===== src/rtl/lc3b_types.sv =====
// Shared LC-3b type definitions used by the memory-side blocks.
package lc3b_types;

  localparam int WORD_WIDTH   = 16;
  localparam int C_LINE_WIDTH = 128;

  typedef logic [WORD_WIDTH-1:0]   lc3b_word;
  typedef logic [C_LINE_WIDTH-1:0] lc3b_c_line;

  // Arbiter FSM: idle, or serving one of the two cache miss engines.
  typedef enum logic [1:0] {
    IDLE    = 2'd0,
    SERVE_I = 2'd1,
    SERVE_D = 2'd2
  } arb_state_t;

  // Which requester was granted; also used as the round-robin pointer.
  typedef enum logic {
    GRANT_I = 1'b0,
    GRANT_D = 1'b1
  } arb_side_t;

  // Latched downstream operation.
  typedef enum logic {
    OP_READ  = 1'b0,
    OP_WRITE = 1'b1
  } arb_op_t;

endpackage


===== src/rtl/cache_arbiter.sv =====
// Shares the single pmem port between the I-cache and D-cache miss engines.
// One transaction at a time; alternates between sides under contention.
// Request fields are captured at grant, so the downstream side sees stable
// values regardless of what the requester does mid-transaction.
module cache_arbiter #(
  parameter int LINE_WIDTH = 128,
  parameter int ADDR_WIDTH = 16
) (
  input  logic                  clk,
  input  logic                  reset,
  input  logic                  i_pmem_read,
  input  logic [ADDR_WIDTH-1:0] i_pmem_address,
  output logic [LINE_WIDTH-1:0] i_pmem_rdata,
  output logic                  i_pmem_resp,
  input  logic                  d_pmem_read,
  input  logic                  d_pmem_write,
  input  logic [ADDR_WIDTH-1:0] d_pmem_address,
  input  logic [LINE_WIDTH-1:0] d_pmem_wdata,
  output logic [LINE_WIDTH-1:0] d_pmem_rdata,
  output logic                  d_pmem_resp,
  output logic                  pmem_read,
  output logic                  pmem_write,
  output logic [ADDR_WIDTH-1:0] pmem_address,
  output logic [LINE_WIDTH-1:0] pmem_wdata,
  input  logic [LINE_WIDTH-1:0] pmem_rdata,
  input  logic                  pmem_resp
);

  import lc3b_types::*;

  arb_state_t            state, state_next;
  arb_side_t             last_grant;
  arb_side_t             grant_side;
  arb_op_t               op_q;
  logic [ADDR_WIDTH-1:0] addr_q;
  logic [LINE_WIDTH-1:0] wdata_q;

  logic i_req;
  logic d_req;
  logic grant_valid;

  assign i_req = i_pmem_read;
  assign d_req = d_pmem_read | d_pmem_write;

  // Grant selection: a lone requester wins; under contention the side not
  // granted last time wins.
  always_comb begin
    // NOTE: every always_comb output gets a default first so no path leaves it unassigned (no latch).
    grant_side  = GRANT_I;
    grant_valid = i_req | d_req;
    if (d_req && (!i_req || last_grant == GRANT_I)) begin
      grant_side = GRANT_D;
    end
  end

  // Next-state logic: grant from IDLE, return to IDLE on the downstream pulse.
  always_comb begin
    state_next = state;
    unique case (state)
      IDLE: begin
        if (grant_valid) begin
          state_next = (grant_side == GRANT_D) ? SERVE_D : SERVE_I;
        end
      end
      SERVE_I, SERVE_D: begin
        if (pmem_resp) begin
          state_next = IDLE;
        end
      end
      default: state_next = IDLE;
    endcase
  end

  // State register and grant-time capture of the winning request.
  always_ff @(posedge clk or posedge reset) begin
    // NOTE: sequential state uses non-blocking assignments so every register samples pre-edge values.
    if (reset) begin
      state      <= IDLE;
      last_grant <= GRANT_I;
      op_q       <= OP_READ;
      addr_q     <= '0;
      wdata_q    <= '0;
    end else begin
      state <= state_next;
      if (state == IDLE && grant_valid) begin
        last_grant <= grant_side;
        if (grant_side == GRANT_D) begin
          addr_q  <= d_pmem_address;
          wdata_q <= d_pmem_wdata;
          // A simultaneous read and write from D is treated as a write.
          op_q    <= d_pmem_write ? OP_WRITE : OP_READ;
        end else begin
          addr_q  <= i_pmem_address;
          wdata_q <= '0;
          op_q    <= OP_READ;
        end
      end
    end
  end

  // Downstream strobes are Moore outputs: registered state and op only.
  always_comb begin
    pmem_read  = 1'b0;
    pmem_write = 1'b0;
    if (state != IDLE) begin
      pmem_read  = (op_q == OP_READ);
      pmem_write = (op_q == OP_WRITE);
    end
  end

  assign pmem_address = addr_q;
  assign pmem_wdata   = wdata_q;

  // Completion is routed to the served side in the same cycle; a pulse in
  // IDLE matches no transaction and is dropped.
  assign i_pmem_resp  = (state == SERVE_I) & pmem_resp;
  assign d_pmem_resp  = (state == SERVE_D) & pmem_resp;
  assign i_pmem_rdata = pmem_rdata;
  assign d_pmem_rdata = pmem_rdata;

endmodule


===== config.mk =====
export PLATFORM = sky130hd
export DESIGN_NAME = cache_arbiter
export DESIGN_NICKNAME = d
export VERILOG_FILES = /design/src/rtl/lc3b_types.sv /design/src/rtl/cache_arbiter.sv
export SDC_FILE = /design/constraint.sdc
export NUM_CORES = 1
export LEC_CHECK = 0
export BUFFER_PORTS_ARGS = -buffer_cell sky130_fd_sc_hd__buf_2
export CAP_MARGIN = 20
export CORE_AREA = 2 2 273 275
export CTS_BUF_LIST = sky130_fd_sc_hd__clkbuf_4
export DETAILED_ROUTE_END_ITERATION = 10
export DIE_AREA = 0 0 275 277
export PLACE_DENSITY_LB_ADDON = 0.12
export SETUP_SLACK_MARGIN = 0.1
export SLEW_MARGIN = 20
export SYNTH_ARGS = -nofsm -noshare
export SYNTH_HDL_FRONTEND = slang
export SYNTH_SLANG_ARGS = --single-unit

===== constraint.sdc =====
create_clock -name clk -period 5.2 [get_ports clk]
set_input_delay 0.26 -clock clk [delete_from_list [all_inputs] [get_ports clk]]
set_output_delay 0.26 -clock clk [all_outputs]
set_load 0.02 [all_outputs]

* Word level (Yosys, flattened, before mapping)
Index checks and enable logic that the tools add are counted.
Widths: inputs -> output; s select.
** Operators by class
- Muxes and demuxes :: 11
- Equality and inequality tests :: 4
- Reductions and logical operators :: 8
- Bitwise gates (word level) :: 6
** Operator list (number)
- $mux 128 :: 1
- $mux 16 :: 1
- $mux 2 :: 3
- $mux 1 :: 5
- $ne 2x2->1 const B :: 2
- $pmux 2 s2 :: 1
- $and 1x1->1 :: 2
- $eq 2x1->1 const B :: 1
- $eq 2x2->1 const B :: 1
- $logic_and 1x1->1 :: 2
- $logic_not 2->1 :: 1
- $not 1->1 :: 2
- $or 1x1->1 :: 2
- $reduce_and 2->1 :: 1
- $reduce_bool 2->1 :: 1
- $reduce_or 2->1 :: 1
- $logic_not 1->1 :: 1
- $logic_or 1x1->1 :: 1
** Word-level totals
- Output and inout port bits :: 404
- Register bits after elaboration :: 148
- Logic and storage cells :: 34

* Logic depth before layout (Yosys ltp)
Gate-level depths: netlist of run 1.
- Depth in word-level cells :: 7
- Depth in mapped cells :: 8
- Mapped depth without buffers :: 5

* Worst setup path after synthesis of run 1
No wires, ideal clock.
- Kind :: register to register
- From :: register state[0]
- To :: register wdata_q[50] (netlist: pmem_wdata[50])
- Arrival time :: 1.385 ns
- Cell stages (with the launch flop) :: 8
- Required time :: 5.079 ns
- Buffers on the path :: 3
- Path slack :: 3.694 ns
- Cell sequence :: dfrtp_1 -> inv_1 -> ha_1 -> o31ai_2 -> buf_4 -> buf_6 -> buf_6 -> a22o_1
** On the way
- Longest elaborated chain between the ends :: 2
** Ends and longest elaborated chain
- start, declared :: RTL line cache_arbiter.sv:31 : arb_state_t state, state_next;
- start signal, assigned :: RTL line cache_arbiter.sv:84 : state <= state_next;
- $logic_not 2->1 :: RTL line cache_arbiter.sv:85 : if (state == IDLE && grant_valid) begin
- $logic_and 1x1->1 :: RTL line cache_arbiter.sv:85
- end signal, assigned :: RTL line cache_arbiter.sv:89 : wdata_q <= d_pmem_wdata;
- end, declared :: RTL line cache_arbiter.sv:36 : logic [LINE_WIDTH-1:0] wdata_q;
Every way passes these cells.
A chain may end at the register's enable or synchronous reset.

* Final worst setup path of run 1
- From :: register state[1]
- To :: register state[1]
** On the way
- Longest elaborated chain between the ends :: 4
** Ends and longest elaborated chain
- $eq 2x1->1 or $eq 2x2->1 (tied branches) :: RTL line cache_arbiter.sv:59 : unique case (state)
- $reduce_or 2->1 :: RTL line cache_arbiter.sv:59
- $ne 2x2->1 (no source line)
- $reduce_and 2->1 (no source line)
Parallel ways exist; a longest one is shown, timed or not.

==> impl_metrics.ini, run 1 <==
[placed_design]
gp_congestion = 0.636
io_buffers = 313
placed_area_sq_um = 8160
place_ws_ns = 3.14
dp_hpwl_um = 17300

[floorplan]
ios = 698
row_count = 100
start_util_pct = 10.2
die_x_um = 275
dieArea_sq_um = 76200
fp.coreArea_sq_um = 73600
die_h_um = 277

[critical_path]
reg2reg_from = state[1]
critical_path.slowest_cell = dlygate4sd3_1
required_ns = 5.91
start_kind = flip-flop
end_kind = flip-flop
r2r_slack_ns = 2.71
crit_type = reg -> reg
crit_fanout = 4
crit_path_max_incr_delay_ns = 0.62
r2r_cells = 7
path_cells = inv_1 > ha_1 > inv_2 > o41ai_1 > dlygate4sd3_1 > a21o_1 > dlygate4sd3_1
rr_endpoint = state[1]
crit_top_cell = dlygate4sd3_1
critPathArrivalTime_ns = 3.21

[synth]
synth_fa_ha_area_share_pct = 0.500
syn_area_sq_um = 7510
yosys.area_share.xor_xnor_pct = 0
syn_inst = 636
syn_avg_cell_area_sq_um = 11.8
synthSimpleGateAreaFrac_pct = 1.52
seq_area_frac_synth_pct = 49.3
synth_mux_area_share_pct = 2.13
synth_compound_area_share_pct = 16.8
synth_cell_type_count = 22
synth_warnings = 0
syn-num-nets = 933
synth_top_family_by_area = buffers and inverters
ys_ff_latch = 148

[detailed_routing]
antenna_left = 0
drt_iter0_drc = 203
drc_errors = 0
vias = 5302
avgViaCountPerCell = 2.88
dr.pass1.iters = 4
routed_wl_um = 26000
wl_per_cell_um = 14.1

[timing]
min_period_ns = 2.49
setup_tns_ns = 0
slew_headroom_pct = 40.6
setup_violations = 0
holdWs_ns = 0.142
max_freq_ghz = 0.401
final_hold_viol_count = 0
min_period_over_period_pct = 48.0
final.setup_skew_ns = 0.0337
tightestPinTransition_ns = 0.891
maxSlewViolCount = 0
rsz0062_at_grt = no
setup_ws_ns = 2.71

[global_route]
grt_overflow_total = 0
grt_pass1_vias = 5765
grt_pass1_wl_um = 37300
antenna_found_initial = 4
grt_usage_pct = 6.80
grt_max_degree = 80

[cells_and_area]
layout-drive-gt1-share_pct = 41.3
nNetsFinal = 1148
fin_area_sq_um = 10100
final_cell_mix = buf_2 (313), dlygate4sd3_1 (166), dfrtp_1 (148)
area_growth_syn_to_layout_pct = 34.9
final_common_cell = buf_2

[power]
p_leak_nw = 4.84
powerDensity_nw_per_um2 = 540
peakVddDrop_mv = 0.244
power.total_w = 0.00547

[clock_network]
cts_root_buf = clkbuf_4
clkSinkCount = 148
clk_latency_ns = 0.75
clkTransAtPathRegs_ns = 0.19
cts_buffers = 17
cts_tree = done
post-cts-setup-buffers = 0
cts_max_path_buffers = 2
htree_num_levels = 4

[job]
cap_violations = 0

[min_path]
min_path_type = in -> async

[outcome]
status = complete, no violations
## stage by stage
stage / std cells / util, %
after global routing: 1840 / 13.8
after detailed placement: 1635 / 11.1
after CTS: 1833 / 13.7
after global placement: 1635 / 11.1
after floorplan: 636 / -
final: 1840 / 13.8
## cells in the mapped netlist (all sizes together)
library cell / n / area (sq um)
ha: 3 / 37.5
clkbuf: 1 / 3.75
o31ai: 1 / 12.5
o41ai: 1 / 8.76
nand2: 16 / 60.1
o2bb2ai: 1 / 8.76
nor3b: 1 / 7.51
buf: 289 / 2210
nor2b: 2 / 12.5
nand2b: 1 / 6.26
mux2i: 16 / 160
nor2: 2 / 15.0
a21o: 2 / 15.0
and2: 2 / 12.5
a22o: 130 / 1140
o21ai: 16 / 80.1
inv: 4 / 15.0
dfrtp: 148 / 3700
## power by group
group	switching [W]	internal [W]
Sequential	0.000257	0.00165
Combinational	0.00168	0.00102
Clock	0.000606	0.000263
## worst max path at each step
stage | endpoint | slack (ns) | depth (start not counted) | from
2_1_floorplan | last_grant | 0.96 | 1 | reset
3_3_place_gp | pmem_wdata[49] | 3.16 | 6 | state[0]
3_5_place_dp | pmem_wdata[45] | 3.14 | 6 | state[0]
4_1_cts | state[1] | 2.67 | 7 | state[0]
5_1_grt | state[1] | 2.55 | 7 | state[0]
6_report | state[1] | 2.71 | 7 | state[1]
## repair_timing
action / in CTS / in global routing
resized for setup: 0 / 0
endpoints found under the hold margin: 216 / 0
hold buffers: 166 / 0
## flip-flops by register name, indices dropped and copies added, names as in the netlist
signal and flops:
pmem_wdata 128, pmem_address 16, state 2, last_grant 1, op_q 1
## per-layer routing
| metal | global-route usage [%] | up-vias | routed length (um) |
|---|---|---|---|
| met3 | 3.50 | 101 | 2650 |
| met5 | 0 | - | 13 |
| met1 | 7.09 | 2518 | 10100 |
| li1 | - | 2387 | - |
| met4 | 4.95 | 2 | 1380 |
| met2 | 10.4 | 294 | 11900 |
## kinds of logic (layout without fill, tap and decap cells)
| family | Yosys count | in the layout |
|---|---|---|
| buffers and inverters | 294 | 522 |
| AO/OA/AOI/OAI | 151 | 151 |
| flip-flops | 148 | 148 |
| AND/OR/NAND/NOR | 24 | 24 |
| multiplexers | 16 | 16 |
| adder cells (fa/ha/maj) | 3 | 3 |
| other | 0 | 7 |
## final cells by class
cell class	instances	area (sq um)
Multi-Input combinational cell	194	1590
Antenna cell	7	17.5
Clock inverter	15	166
Fill cell	8413	63400
Inverter	4	20.0
Sequential cell	148	3700
Timing Repair Buffer	486	3290
Tap cell	969	1210
Clock buffer	17	128
## worst max-delay path: cells and delay by family (launching register included)
family | cells | cell delay (ns)
buffers and inverters | 4 | 1.33
flip-flops | 1 | 0.45
AO/OA/AOI/OAI | 2 | 0.42
adder cells (fa/ha/maj) | 1 | 0.27
(Power assumes the default switching activity.)
==> run 2, diff against run 1 <==
--- a/config.mk
+++ b/config.mk
@@ -7,10 +7,10 @@
 export LEC_CHECK = 0
 export BUFFER_PORTS_ARGS = -buffer_cell sky130_fd_sc_hd__buf_2
 export CAP_MARGIN = 20
-export CORE_AREA = 2 2 273 275
+export CORE_AREA = 2 2 268 270
 export CTS_BUF_LIST = sky130_fd_sc_hd__clkbuf_4
 export DETAILED_ROUTE_END_ITERATION = 10
-export DIE_AREA = 0 0 275 277
+export DIE_AREA = 0 0 270 272
 export PLACE_DENSITY_LB_ADDON = 0.12
 export SETUP_SLACK_MARGIN = 0.1
 export SLEW_MARGIN = 20
==> constraint.sdc (replaced) <==
create_clock -name clk -period 2.2 [get_ports clk]
set_input_delay 0.11 -clock clk [delete_from_list [all_inputs] [get_ports clk]]
set_output_delay 0.11 -clock clk [all_outputs]
set_load 0.02 [all_outputs]
==> run 2 against run 1 <==
Via count up 4.1%. Critical path type unchanged. Die area down 3.6%. Utilization up 1.3 points. Wire length up 0.76%. Design area up 5.2%. Clock power up 120%. Clock skew down 0.0054 ns. Setup slack worse by 2.5 ns. Combinational power rose to 2.5 times the previous value.
==> impl_metrics.ini, run 2 (same netlist as run 1, synthesis figures left out) <==
[detailed_routing]
drc_errors = 0
vias = 5520
wl_per_cell_um = 14.0
antenna_left = 0
dr.pass1.iters = 4
routed_wl_um = 26200
avgViaCountPerCell = 2.96
drt_iter0_drc = 140

[power]
pwr-share-clk_pct = 14.3
netSwitchingFraction_pct = 45.2
peakVddDrop_mv = 0.377
combPwrFrac_pct = 51.5
seqPwrFrac_pct = 34.2
p_switching_w = 0.00595
p_leak_nw = 5.08
p_int_w = 0.00721
powerDensity_nw_per_um2 = 1240

[timing]
min_period_ns = 1.97
slew_headroom_pct = 44.1
final_hold_viol_count = 0
final.setup_skew_ns = 0.0283
max_freq_ghz = 0.509
min_period_over_period_pct = 89.3
setup_tns_ns = 0
tightestPinTransition_ns = 0.839
maxSlewViolCount = 0
setup_ws_ns = 0.234
rsz0062_at_grt = no
setup_violations = 0
holdWs_ns = 0.169

[cells_and_area]
final_common_cell = buf_2
fin_cells = 1865
final_cell_mix = buf_2 (313), dlygate4sd3_1 (202), dfrtp_1 (148)
final.fill_count = 8065
layout-drive-gt1-share_pct = 40.7
largest_register_ff_count = 128
fin_util_pct = 15.1
area_growth_syn_to_layout_pct = 41.9
nNetsFinal = 1199

[critical_path]
critPathArrivalTime_ns = 2.55
crit_type = reg -> reg
required_ns = 2.78
start_kind = flip-flop
crit_fanout = 15
end_kind = flip-flop

[floorplan]
fp.coreArea_sq_um = 70800
ios = 698
die_x_um = 270
start_util_pct = 10.6
die_h_um = 272
dieArea_sq_um = 73400
row_count = 98

[outcome]
status = complete, no violations

[clock_network]
cts_tree = done
clkSinkCount = 148
cts_root_buf = clkbuf_4
cts_max_path_buffers = 2
clkTransAtPathRegs_ns = 0.16
clk_latency_ns = 0.69
htree_num_levels = 4
cts_buffers = 17

[global_route]
grt_max_degree = 56
antenna_found_initial = 1
grt_overflow_total = 0
grtUsageMet3_pct = 3.17
grt_usage_pct = 7.14
grt_util_met2_pct = 11.6
grt.busiest_layer = met2
grt.met1_usage_pct = 7.09
grt_pass1_vias = 6067
grt_pass1_wl_um = 38600

[placed_design]
place_ws_ns = 0.347
gp_congestion = 0.689
dp_hpwl_um = 18300
placed_cells = 1627
io_buffers = 313

[min_path]
min_path_type = in -> reg

[job]
cap_violations = 0
## run 2: cell count changes in the layout (fill, tap and decap cells not counted), moves of 2 or more
cell	previous run	this run
dlygate4sd3_1	166	202
buf_4	6	13
buf_12	1	8
inv_8	4	2
clkinv_4	3	1
diode_2	7	1
clkinvlp_4	0	3
## run 2: power groups by stage
stage	Combinational, W	Sequential, W	Clock (W)
floorplan	0.00349	0.00594	0
global placement	0.00652	0.00460	0
detailed placement	0.00648	0.00456	0
CTS	0.00687	0.00452	0.00210
global route	0.00732	0.00468	0.00217
finish	0.00678	0.00451	0.00188
## run 2: through the flow
step           instance area (sq um)  power (W)
2_1_floorplan                   7510    0.00943
3_3_place_gp                    8320     0.0111
3_5_place_dp                    8320     0.0110
4_1_cts                        10600     0.0135
5_1_grt                        10700     0.0142
6_report                       10700     0.0132
## run 2: area by class of cell
cell class	count	area, sq um	share of cell area (%)
diodes	1	2.50	0.0235
repair buffers	537	3870	36.3
inverters	4	18.8	0.176
clock inverters	14	139	1.30
well taps	950	1190	11.2
multi-input cells	194	1610	15.1
clock buffers	17	128	1.20
flip-flops and latches	148	3700	34.8
## run 2: path summary, 6_finish.rpt
| path | startpoint | endpoint | slack [ns] | cells past startpoint |
|---|---|---|---|---|
| worst max-delay path | last_grant | pmem_address[5] | 0.23 | 5 |
| worst min-delay path | d_pmem_wdata[12] | pmem_wdata[12] | 0.17 | 3 |
| worst max register to register | last_grant | pmem_address[5] | 0.23 | 5 |
| worst min register to register | pmem_address[10] | pmem_address[10] | 0.51 | 2 |
| max in group asynchronous | reset | pmem_wdata[45] | 1.00 | 5 |
| min in group asynchronous | reset | pmem_wdata[110] | 0.58 | 4 |
## run 2: critical path, stage by stage, from the launching register on
cell and delay, ns:
dfrtp_1 0.45, o2bb2ai_4 0.20, buf_4 0.34, mux2i_1 0.23, dlygate4sd3_1 0.58, o21ai_1 0.06
## run 2: what timing repair did
item / CTS / global route
pin swaps: 0 / 1
cloned: 0 / 1
gates resized for setup: 0 / 1
hold buffers: 202 / 0
setup endpoints to repair: 1 / 3
hold endpoints to repair: 296 / 0
buffers inserted: 1 / 2
## run 2: metal layers
layer  share of wire [%]  up-vias
met5                   0        -
met3                 8.6      107
met2                  48      299
met4                 5.9        0
li1                    -     2477
met1                  37     2637
